--- config.mk ---
export PLATFORM = sky130hd
export DESIGN_NAME = mitchell_dot_acc
export DESIGN_NICKNAME = d
export VERILOG_FILES = /design/src/rtl/mitchell_dot_acc.sv
export SDC_FILE = /design/constraint.sdc
export NUM_CORES = 1
export LEC_CHECK = 0
export ABC_CLOCK_PERIOD_IN_PS = 7750
export CORE_ASPECT_RATIO = 1.25
export CORE_MARGIN = 1
export CORE_UTILIZATION = 25
export CTS_CLUSTER_DIAMETER = 200
export CTS_CLUSTER_SIZE = 8
export DETAILED_ROUTE_END_ITERATION = 10
export PLACE_DENSITY = 0.42
export SKIP_CTS_REPAIR_TIMING = 1
export SYNTH_ARGS = -nofsm -noshare
export SYNTH_HDL_FRONTEND = slang
export SYNTH_SLANG_ARGS = --single-unit
--- constraint.sdc ---
create_clock -name clk_i -period 7.75 [get_ports clk_i]
set_clock_uncertainty 0.15 [all_clocks]
set_input_delay 1.55 -clock clk_i [delete_from_list [all_inputs] [get_ports clk_i]]
set_output_delay 1.55 -clock clk_i [all_outputs]
set_load 0.005 [all_outputs]
--- src/rtl/mitchell_dot_acc.sv ---
// rtl/mitchell_dot_acc.sv - saturating signed dot-product accumulator for Mitchell products
//
// Accumulates len_i signed approximate products into a saturating ACC_W-bit
// two's complement result and presents it over a valid/ready output.
//
// Ports:
//   clk_i        rising-edge clock
//   rst_i        synchronous active-high reset
//   start_i      begin a run (IDLE only), len_i sampled with it
//   len_i        number of terms in the run (0 gives an immediate zero result)
//   in_valid_i   product term valid
//   in_ready_o   term accepted this cycle when in_valid_i is also high
//   prod_i       product field; holds ~magnitude when sign_i=1
//   sign_i       product sign
//   out_valid_o  result valid
//   out_ready_i  downstream accepts the result
//   acc_o        accumulated signed result (running sum during ACCUM)
//   ovf_o        sticky saturation flag for the current run
//   busy_o       high while a run is in progress or awaiting handoff
module mitchell_dot_acc #(
    parameter int ACC_W = 24,
    parameter int LEN_W = 8
) (
    input  logic             clk_i,
    input  logic             rst_i,
    input  logic             start_i,
    input  logic [LEN_W-1:0] len_i,
    input  logic             in_valid_i,
    output logic             in_ready_o,
    input  logic [15:0]      prod_i,
    input  logic             sign_i,
    output logic             out_valid_o,
    input  logic             out_ready_i,
    output logic [ACC_W-1:0] acc_o,
    output logic             ovf_o,
    output logic             busy_o
);

    typedef enum logic [1:0] {
        IDLE  = 2'd0,
        ACCUM = 2'd1,
        DONE  = 2'd2
    } state_t;

    state_t           state_q;
    logic [LEN_W-1:0] cnt_q;
    logic [ACC_W-1:0] acc_q;
    logic             ovf_q;

    logic [16:0]      term;
    logic [ACC_W:0]   sum;
    logic [ACC_W-1:0] acc_d;
    logic             sat_d;

    // The multiplier hands over ~magnitude for negative products, so the
    // signed term is -(~prod_i); a 17-bit field covers -65535..65535.
    always_comb begin
        term = {1'b0, prod_i};
        if (sign_i) begin
            term = 17'd0 - {1'b0, ~prod_i};
        end
    end

    // One guard bit is enough: a 17-bit term cannot push an ACC_W+1 sum
    // past its own range when ACC_W >= 18.
    assign sum = {acc_q[ACC_W-1], acc_q} + {{(ACC_W-16){term[16]}}, term};

    // Guard bit disagreeing with the result MSB means the ACC_W-bit range
    // was left; the guard bit tells which rail to clamp to.
    always_comb begin
        acc_d = sum[ACC_W-1:0];
        sat_d = 1'b0;
        if (sum[ACC_W] != sum[ACC_W-1]) begin
            sat_d = 1'b1;
            acc_d = sum[ACC_W] ? {1'b1, {(ACC_W-1){1'b0}}} : {1'b0, {(ACC_W-1){1'b1}}};
        end
    end

    always_ff @(posedge clk_i) begin
        if (rst_i) begin
            state_q <= IDLE;
            cnt_q   <= '0;
            acc_q   <= '0;
            ovf_q   <= 1'b0;
        end else begin
            case (state_q)
                IDLE: begin
                    if (start_i) begin
                        cnt_q   <= len_i;
                        acc_q   <= '0;
                        ovf_q   <= 1'b0;
                        state_q <= (len_i == '0) ? DONE : ACCUM;
                    end
                end
                ACCUM: begin
                    if (in_valid_i) begin
                        acc_q <= acc_d;
                        ovf_q <= ovf_q | sat_d;
                        cnt_q <= cnt_q - LEN_W'(1);
                        if (cnt_q == LEN_W'(1)) begin
                            state_q <= DONE;
                        end
                    end
                end
                DONE: begin
                    if (out_ready_i) begin
                        state_q <= IDLE;
                    end
                end
                default: state_q <= IDLE;
            endcase
        end
    end

    assign in_ready_o  = (state_q == ACCUM);
    assign out_valid_o = (state_q == DONE);
    assign busy_o      = (state_q != IDLE);
    assign acc_o       = acc_q;
    assign ovf_o       = ovf_q;

endmodule

==> results by group, run 1 <==
Synthesis
  – Register bit total from synthesis: 35
  – Largest family of logic cells by synthesized area: compound AO/OA/AOI/OAI gates
  – Cell taking the most area after synthesis: dfxtp_1
  – Synth Net Count: between 400 and 500
  – Synth top area share: between 20 and 25%
  – Post-synthesis async set-or-reset flop share: 0%
  – Post-synth EDFFs: 0
  – Post-Syn Area per Cell: around 7.7 sq um
  – Warnings from Yosys: 0
  – Simple-gate share of the synthesized area: 22.1%
  – Main synth FF type: dfxtp_1
  – Post-synthesis mux area share: 0.993%
  – Yosys cell types: between 60 and 70
  – Top post-synthesis cells by area: dfxtp_1, ha_1, xnor2_1, nand2_1, nor2_1
  – Synth Area in Adders: a little under an eighth
  – Post-synthesis xor/xnor area fraction: a little under 10%
  – Compound-Gate Fraction of Synth Area: 28.8%
  – Cells after Synth: 411
  – Post-synthesis cell area: between 3000 and 4000 sq um
  – Register area share after synthesis: 22.2%

Routing
  – Met1 wire length: ~4300 um
  – Residual DRC count: 0
  – Met2 wire length: around 4600 um
  – Final ANT Viol Nets: 0
  – DRT iter0 DRCs: ~120
  – Via-per-instance ratio: 5.00
  – Final WL: roughly 9500 um
  – Pre-antenna DRT Iters: 4
  – Routed met3 length: 420 um
  – Via count: 3102
  – WL per Instance: ~15 um
  – Uppermost routed layer: met4

Timing
  – Final setup TNS: 0 ns
  – Final Hold Viols: 0
  – Worst-Margin Slew: 0.924 ns
  – Max Fclk: 164 MHz
  – RSZ-0062 raised after global routing: no
  – Tcrit/Tclk final: 78.6%
  – Final Slew Violations: 0
  – Hold WS: approximately 0.33 ns
  – Post-layout min period: between 6 and 7 ns
  – # setup viols final: 0
  – Worst relative slew slack: between 30% and 40%

GRT
  – Grt total ovfl: 0
  – Vias in the first global route: a little over 3000
  – Global-route wire length before repair: roughly 15000 um
  – Initial antenna violation count: 0
  – Gr usage total: between 10% and 20%
  – Largest net degree at the start of global routing: 37

Worst setup path
  – CP Class: primary input to flop
  – Critical path arrival: between 6 and 7 ns
  – RR Startpoint: acc_o[0]$_SDFFE_PP0P_
  – Setup crit start: prod_i[6]
  – CP Capture Type: flop
  – R2R cell count: 13
  – Crit path max fanout: 12
  – Startpoint class of the critical path: primary input
  – Worst Path Required: around 7.8 ns

Placement
  – # placed instances: 614
  – GP Congestion: approximately 0.79
  – Post-DP Area: a little under 4000 sq um
  – I/O Buffers: 57
  – Post-DP HPWL: 7370 um

Finish
  – Area growth, synth to finish: 27.2%
  – Cell Count, Final, Fillers Out: between 600 and 700
  – Fraction of layout cells with a size suffix above 1: under 10%
  – Design area: between 4000 and 5000 sq um
  – ANT cells: 0
  – Final #Nets: ~520
  – Leading cell type in the layout, fill and taps excluded: clkdlybuf4s50_1
  – Final core utilization: 32.8%
  – Most frequent cells in the layout: clkdlybuf4s50_1, nor2_1, nand2_1

Pwr
  – P per Cell Area: 170 nW/um^2
  – Worst IR Drop VDD: a little under 0.08 mV
  – Leakage: 1.55 nW

Die
  – Die W: around 100 um
  – Core Footprint: around 12000 sq um
  – Row cnt: 45
  – Full die area: approximately 13000 sq um
  – Die Y: between 100 and 150 um
  – I/O Pins: just under 60
  – Initial Util: between 20% and 30%

Clocking
  – CTS Buffer Depth: 2
  – Root Buffer: clkbuf_16
  – Clock-pin slew on the worst setup and hold paths: roughly 0.06 ns
  – Total CTS buffers: 5
  – CTS tree: done
  – Insertion delay to the later sink of the worst-skew pair: 0.28 ns
  – # clock sinks: 35
  – H-tree Lvls: 2

Min path
  – HP Class: flop to flop
  – Worst Hold Depth: 2
  – Hold wc startpoint: acc_o[3]$_SDFFE_PP0P_

Flow run
  – Max Cap Viol: 0

Outcome
  – Outcome: finished, final reports clean
==> worst paths after layout <==
path	slack, ns	to
max reg2reg	4.09	acc_o[0]$_SDFFE_PP0P_
max	1.66	acc_o[0]$_SDFFE_PP0P_
min reg2reg	0.33	acc_o[3]$_SDFFE_PP0P_
min	0.33	acc_o[3]$_SDFFE_PP0P_
==> through the flow <==
stage / total power, mW / setup slack (ns)
3_3_place_gp: 0.455 / 1.31
5_1_grt: 0.726 / 1.25
2_1_floorplan: 0.374 / 2.81
3_5_place_dp: 0.454 / 1.32
4_1_cts: 0.689 / 1.61
6_report: 0.680 / 1.66
==> critical path, cell delays in order <==
cell	delay, ns
clkdlybuf4s50_1	0.54
and3_1	0.22
and3_1	0.23
and4_1	0.26
nand2_1	0.08
o31a_1	0.48
ha_1	0.42
a21o_1	0.20
a21oi_1	0.19
nor3b_2	0.29
o21ai_2	0.13
o41ai_4	0.32
mux2i_1	0.23
buf_4	0.20
nand2_1	0.41
o31ai_1	0.38
==> area by class of cell <==
| cell class | count | area, sq um |
|---|---|---|
| clock buffer | 6 | 129 |
| clock inverter | 1 | 30.0 |
| fill | 1319 | 8210 |
| inverter | 10 | 37.5 |
| multi-input combinational | 345 | 2310 |
| sequential | 35 | 701 |
| tap | 164 | 205 |
| timing repair buffer | 60 | 593 |
==> routing by layer <==
metal  global-route usage (%)  vias up
met1                     19.1     1430
met4                     4.54        0
li1                         -     1593
met2                     25.7       71
met3                     2.90        8
met5                        0        -
==> sequential cells by signal, summed over array words and instances (netlist names) <==
| signal | cells |
|---|---|
| state_q | 2 |
| cnt_q | 8 |
| acc_o | 24 |
| ovf_o | 1 |
==> synth_stat cells (12+ instances only) <==
cell       n
xnor2_1   23
a21oi_1   32
nand3_1   12
ha_1      28
nor2_1    50
clkbuf_1  13
dfxtp_1   35
xor2_1    12
o21ai_0   14
o211ai_1  13
nand2_1   50
==> power by group <==
| group | internal (mW) | switching (mW) |
|---|---|---|
| clock | 0.150 | 0.0801 |
| sequential | 0.196 | 0.0166 |
| combinational | 0.103 | 0.134 |
==> cell families (layout without fill, tap and decap cells) <==
group                    after synthesis  after routing
XOR/XNOR                              35             35
multiplexers                           3              3
adder cells (fa/ha/maj)               29             29
buffers and inverters                 31             77
AND/OR/NAND/NOR                      152            152
flip-flops                            35             35
AO/OA/AOI/OAI                        126            126
No activity file was read; power rests on OpenSTA's default activity.
==> run 2: changes to the inputs <==
--- a/config.mk
+++ b/config.mk
@@ -5,7 +5,7 @@
 export SDC_FILE = /design/constraint.sdc
 export NUM_CORES = 1
 export LEC_CHECK = 0
-export ABC_CLOCK_PERIOD_IN_PS = 7750
+export ABC_CLOCK_PERIOD_IN_PS = 6100
 export CORE_ASPECT_RATIO = 1.25
 export CORE_MARGIN = 1
 export CORE_UTILIZATION = 25
==> constraint.sdc (replaced) <==
create_clock -name clk_i -period 6.1 [get_ports clk_i]
set_clock_uncertainty 0.15 [all_clocks]
set_input_delay 1.22 -clock clk_i [delete_from_list [all_inputs] [get_ports clk_i]]
set_output_delay 1.22 -clock clk_i [all_outputs]
set_load 0.005 [all_outputs]
==> run 2 against run 1 <==
Cell area grew 0.31%. Worst hold slack improved by 0.0035 ns. First-iteration DRC count shrank 27%. Register-to-register slack got worse by 1.4 ns. Worst setup slack worse by 1.2 ns. Cell count up 0.81%. Combinational power up 28%. Utilization grew 0.10 points. Wire length is 0.95% higher. Critical path depth unchanged. Via count rose by 0.52%. Clock power up 11%.
==> results by group, run 2 (synthesis gave the netlist of run 1 again) <==
Outcome
  – Outcome: finished, final reports clean (unchanged)

Routing
  – Met2 wire length: 4550 um (was 4630 um)
  – Via-per-instance ratio: 4.98 (was 5.00)
  – Pre-antenna DRT Iters: 4 (unchanged)
  – Final ANT Viol Nets: 0 (unchanged)
  – Met1 wire length: 4500 um (was 4340 um)
  – Residual DRC count: 0 (unchanged)
  – Via count: 3118 (was 3102)
  – Final WL: 9620 um (was 9530 um)
  – DRT iter0 DRCs: 87 (was 119)
  – WL per Instance: 15.4 um (was 15.3 um)
  – Uppermost routed layer: met4 (unchanged)
  – Routed met3 length: 457 um (was 420 um)

Clocking
  – Insertion delay to the later sink of the worst-skew pair: 0.29 ns (was 0.28 ns)
  – H-tree Lvls: 2 (unchanged)
  – Root Buffer: clkbuf_16 (unchanged)
  – Total CTS buffers: 5 (unchanged)
  – Clock-pin slew on the worst setup and hold paths: 0.06 ns (about the same)
  – CTS tree: done (unchanged)
  – # clock sinks: 35 (unchanged)
  – CTS Buffer Depth: 2 (unchanged)

GRT
  – Gr usage total: 15.0% (was 15.1%)
  – Vias in the first global route: 3005 (was 3079)
  – Largest net degree at the start of global routing: 37 (unchanged)
  – Initial antenna violation count: 0 (unchanged)
  – Grt total ovfl: 0 (unchanged)
  – Global-route wire length before repair: 15300 um (was 15200 um)

Worst setup path
  – Crit path max fanout: 8 (was 12)
  – Worst Path Required: 6.15 ns (was 7.79 ns)
  – CP Class: primary input to flop (unchanged)
  – Slowest CP cell: clkdlybuf4s50_1 (unchanged)
  – Startpoint class of the critical path: primary input (unchanged)
  – Setup crit start: prod_i[6] (unchanged)
  – CP Capture Type: flop (unchanged)
  – Critical path arrival: 5.69 ns (was 6.13 ns)
  – Worst R2R Setup Slack: 2.68 ns (was 4.09 ns)
  – RR Startpoint: acc_o[0]$_SDFFE_PP0P_ (unchanged)
  – CP cell instances: clkdlybuf4s50_1 > and3_1 > and3_1 > and4_1 > nand2_1 > o31a_1 > ha_1 > a21o_1 > a21oi_1 > nor3b_2 > o21ai_2 > o41ai_4 > mux2i_1 > nand2_1 > buf_4 > o31ai_2 (was clkdlybuf4s50_1 > and3_1 > and3_1 > and4_1 > nand2_1 > o31a_1 > ha_1 > a21o_1 > a21oi_1 > nor3b_2 > o21ai_2 > o41ai_4 > mux2i_1 > buf_4 > nand2_1 > o31ai_1)
  – Crit path largest cell delay: 0.54 ns (about the same)

Flow run
  – Max Cap Viol: 0 (unchanged)

Timing
  – Final Hold Viols: 0 (unchanged)
  – RSZ-0062 raised after global routing: no (unchanged)
  – Worst relative slew slack: 50.3% (was 38.2%)
  – Max Fclk: 177 MHz
  – Final setup TNS: 0 ns (unchanged)
  – Worst-Margin Slew: 0.742 ns (was 0.924 ns)
  – Tcrit/Tclk final: a little over 90%
  – Final Slew Violations: 0 (unchanged)
  – Post-layout min period: ~5.6 ns
  – # setup viols final: 0 (unchanged)
  – Final WS setup: 0.464 ns (was 1.66 ns)

Finish
  – Fraction of layout cells with a size suffix above 1: 6.93% (was 5.91%)
  – Multi-input gate area: 2310 sq um (unchanged)
  – Leading cell type in the layout, fill and taps excluded: clkdlybuf4s50_1 (unchanged)
  – Area growth, synth to finish: 27.6% (was 27.2%)
  – Layout fillers: 1330 (was 1319)
  – Most frequent cells in the layout: clkdlybuf4s50_1, nor2_1, nand2_1 (unchanged)
  – Max FFs per register: 24 (unchanged)
  – Final core utilization: 32.9% (was 32.8%)
  – FF/Latch Area: 701 sq um (unchanged)
  – Final #Nets: 520 (was 516)
  – ANT cells: 0 (unchanged)

Die
  – I/O Pins: 58 (unchanged)
  – Die W: 102 um (unchanged)
  – Initial Util: 25.8% (unchanged)
  – Row cnt: 45 (unchanged)
  – Core Footprint: 12200 sq um (unchanged)
  – Full die area: 13100 sq um (unchanged)
  – Die Y: 128 um (unchanged)

Pwr
  – Leakage: 1.56 nW (was 1.55 nW)
  – P per Cell Area: 206 nW/um^2 (was 170 nW/um^2)
  – Worst IR Drop VDD: 0.110 mV (was 0.0784 mV)

Min path
  – HP Class: flop to flop (unchanged)
  – Hold wc startpoint: acc_o[23]$_SDFFE_PP0P_ (was acc_o[3]$_SDFFE_PP0P_)

Placement
  – Pre-CTS setup slack: 0.162 ns (was 1.32 ns)
  – Post-DP HPWL: 7380 um (was 7370 um)
  – GP Congestion: 0.834 (was 0.788)
  – I/O Buffers: 57 (unchanged)
==> run 2: changes by cell type in the layout (fill, tap and decap cells not counted) <==
cell / delta
clkinv_2: +1
bufinv_16: -1
clkinvlp_4: +1
buf_4: +4
==> run 2: final cells by class <==
| class | count | share of cell area, % |
|---|---|---|
| Multi-Input combinational cell | 345 | 57.5 |
| Clock buffer | 6 | 3.21 |
| Sequential cell | 35 | 17.4 |
| Timing Repair Buffer | 64 | 15.5 |
| Clock inverter | 2 | 0.311 |
| Tap cell | 164 | 5.10 |
| Inverter | 10 | 0.934 |
==> run 2: layer usage <==
metal	GRT usage (%)	vias to the layer above
met1	19.5	1439
met5	0	-
met3	2.63	7
li1	-	1606
met4	4.29	0
met2	25.1	66
==> run 2: path summary, 6_finish.rpt <==
path / endpoint / cells past startpoint
worst max register to register: acc_o[16]$_SDFFE_PP0P_ / 13
worst min register to register: acc_o[23]$_SDFFE_PP0P_ / 2
worst max-delay path: acc_o[16]$_SDFFE_PP0P_ / 16
worst min-delay path: acc_o[23]$_SDFFE_PP0P_ / 2
==> run 2: critical path, delay by kind of cell <==
family          cells  cell delay, ns
mux                 1            0.28
simple gates        6            1.36
buf+inv             2            0.84
compound gates      6            1.56
fa+ha+maj           1            0.42
==> run 2: through the flow <==
step           power [mW]  cells  area, sq um  hold WS, ns
2_1_floorplan       0.475    411         3150        0.315
3_3_place_gp        0.581    618         3880        0.314
3_5_place_dp        0.579    618         3880        0.319
4_1_cts             0.841    626         4020        0.332
5_1_grt             0.887    626         4020        0.356
6_report            0.829    626         4020        0.333
==> run 2: power breakdown <==
| group | total [mW] | internal [mW] | switching [mW] |
|---|---|---|---|
| Clock | 0.255 | 0.151 | 0.104 |
| Combinational | 0.303 | 0.133 | 0.170 |
| Sequential | 0.271 | 0.249 | 0.0217 |
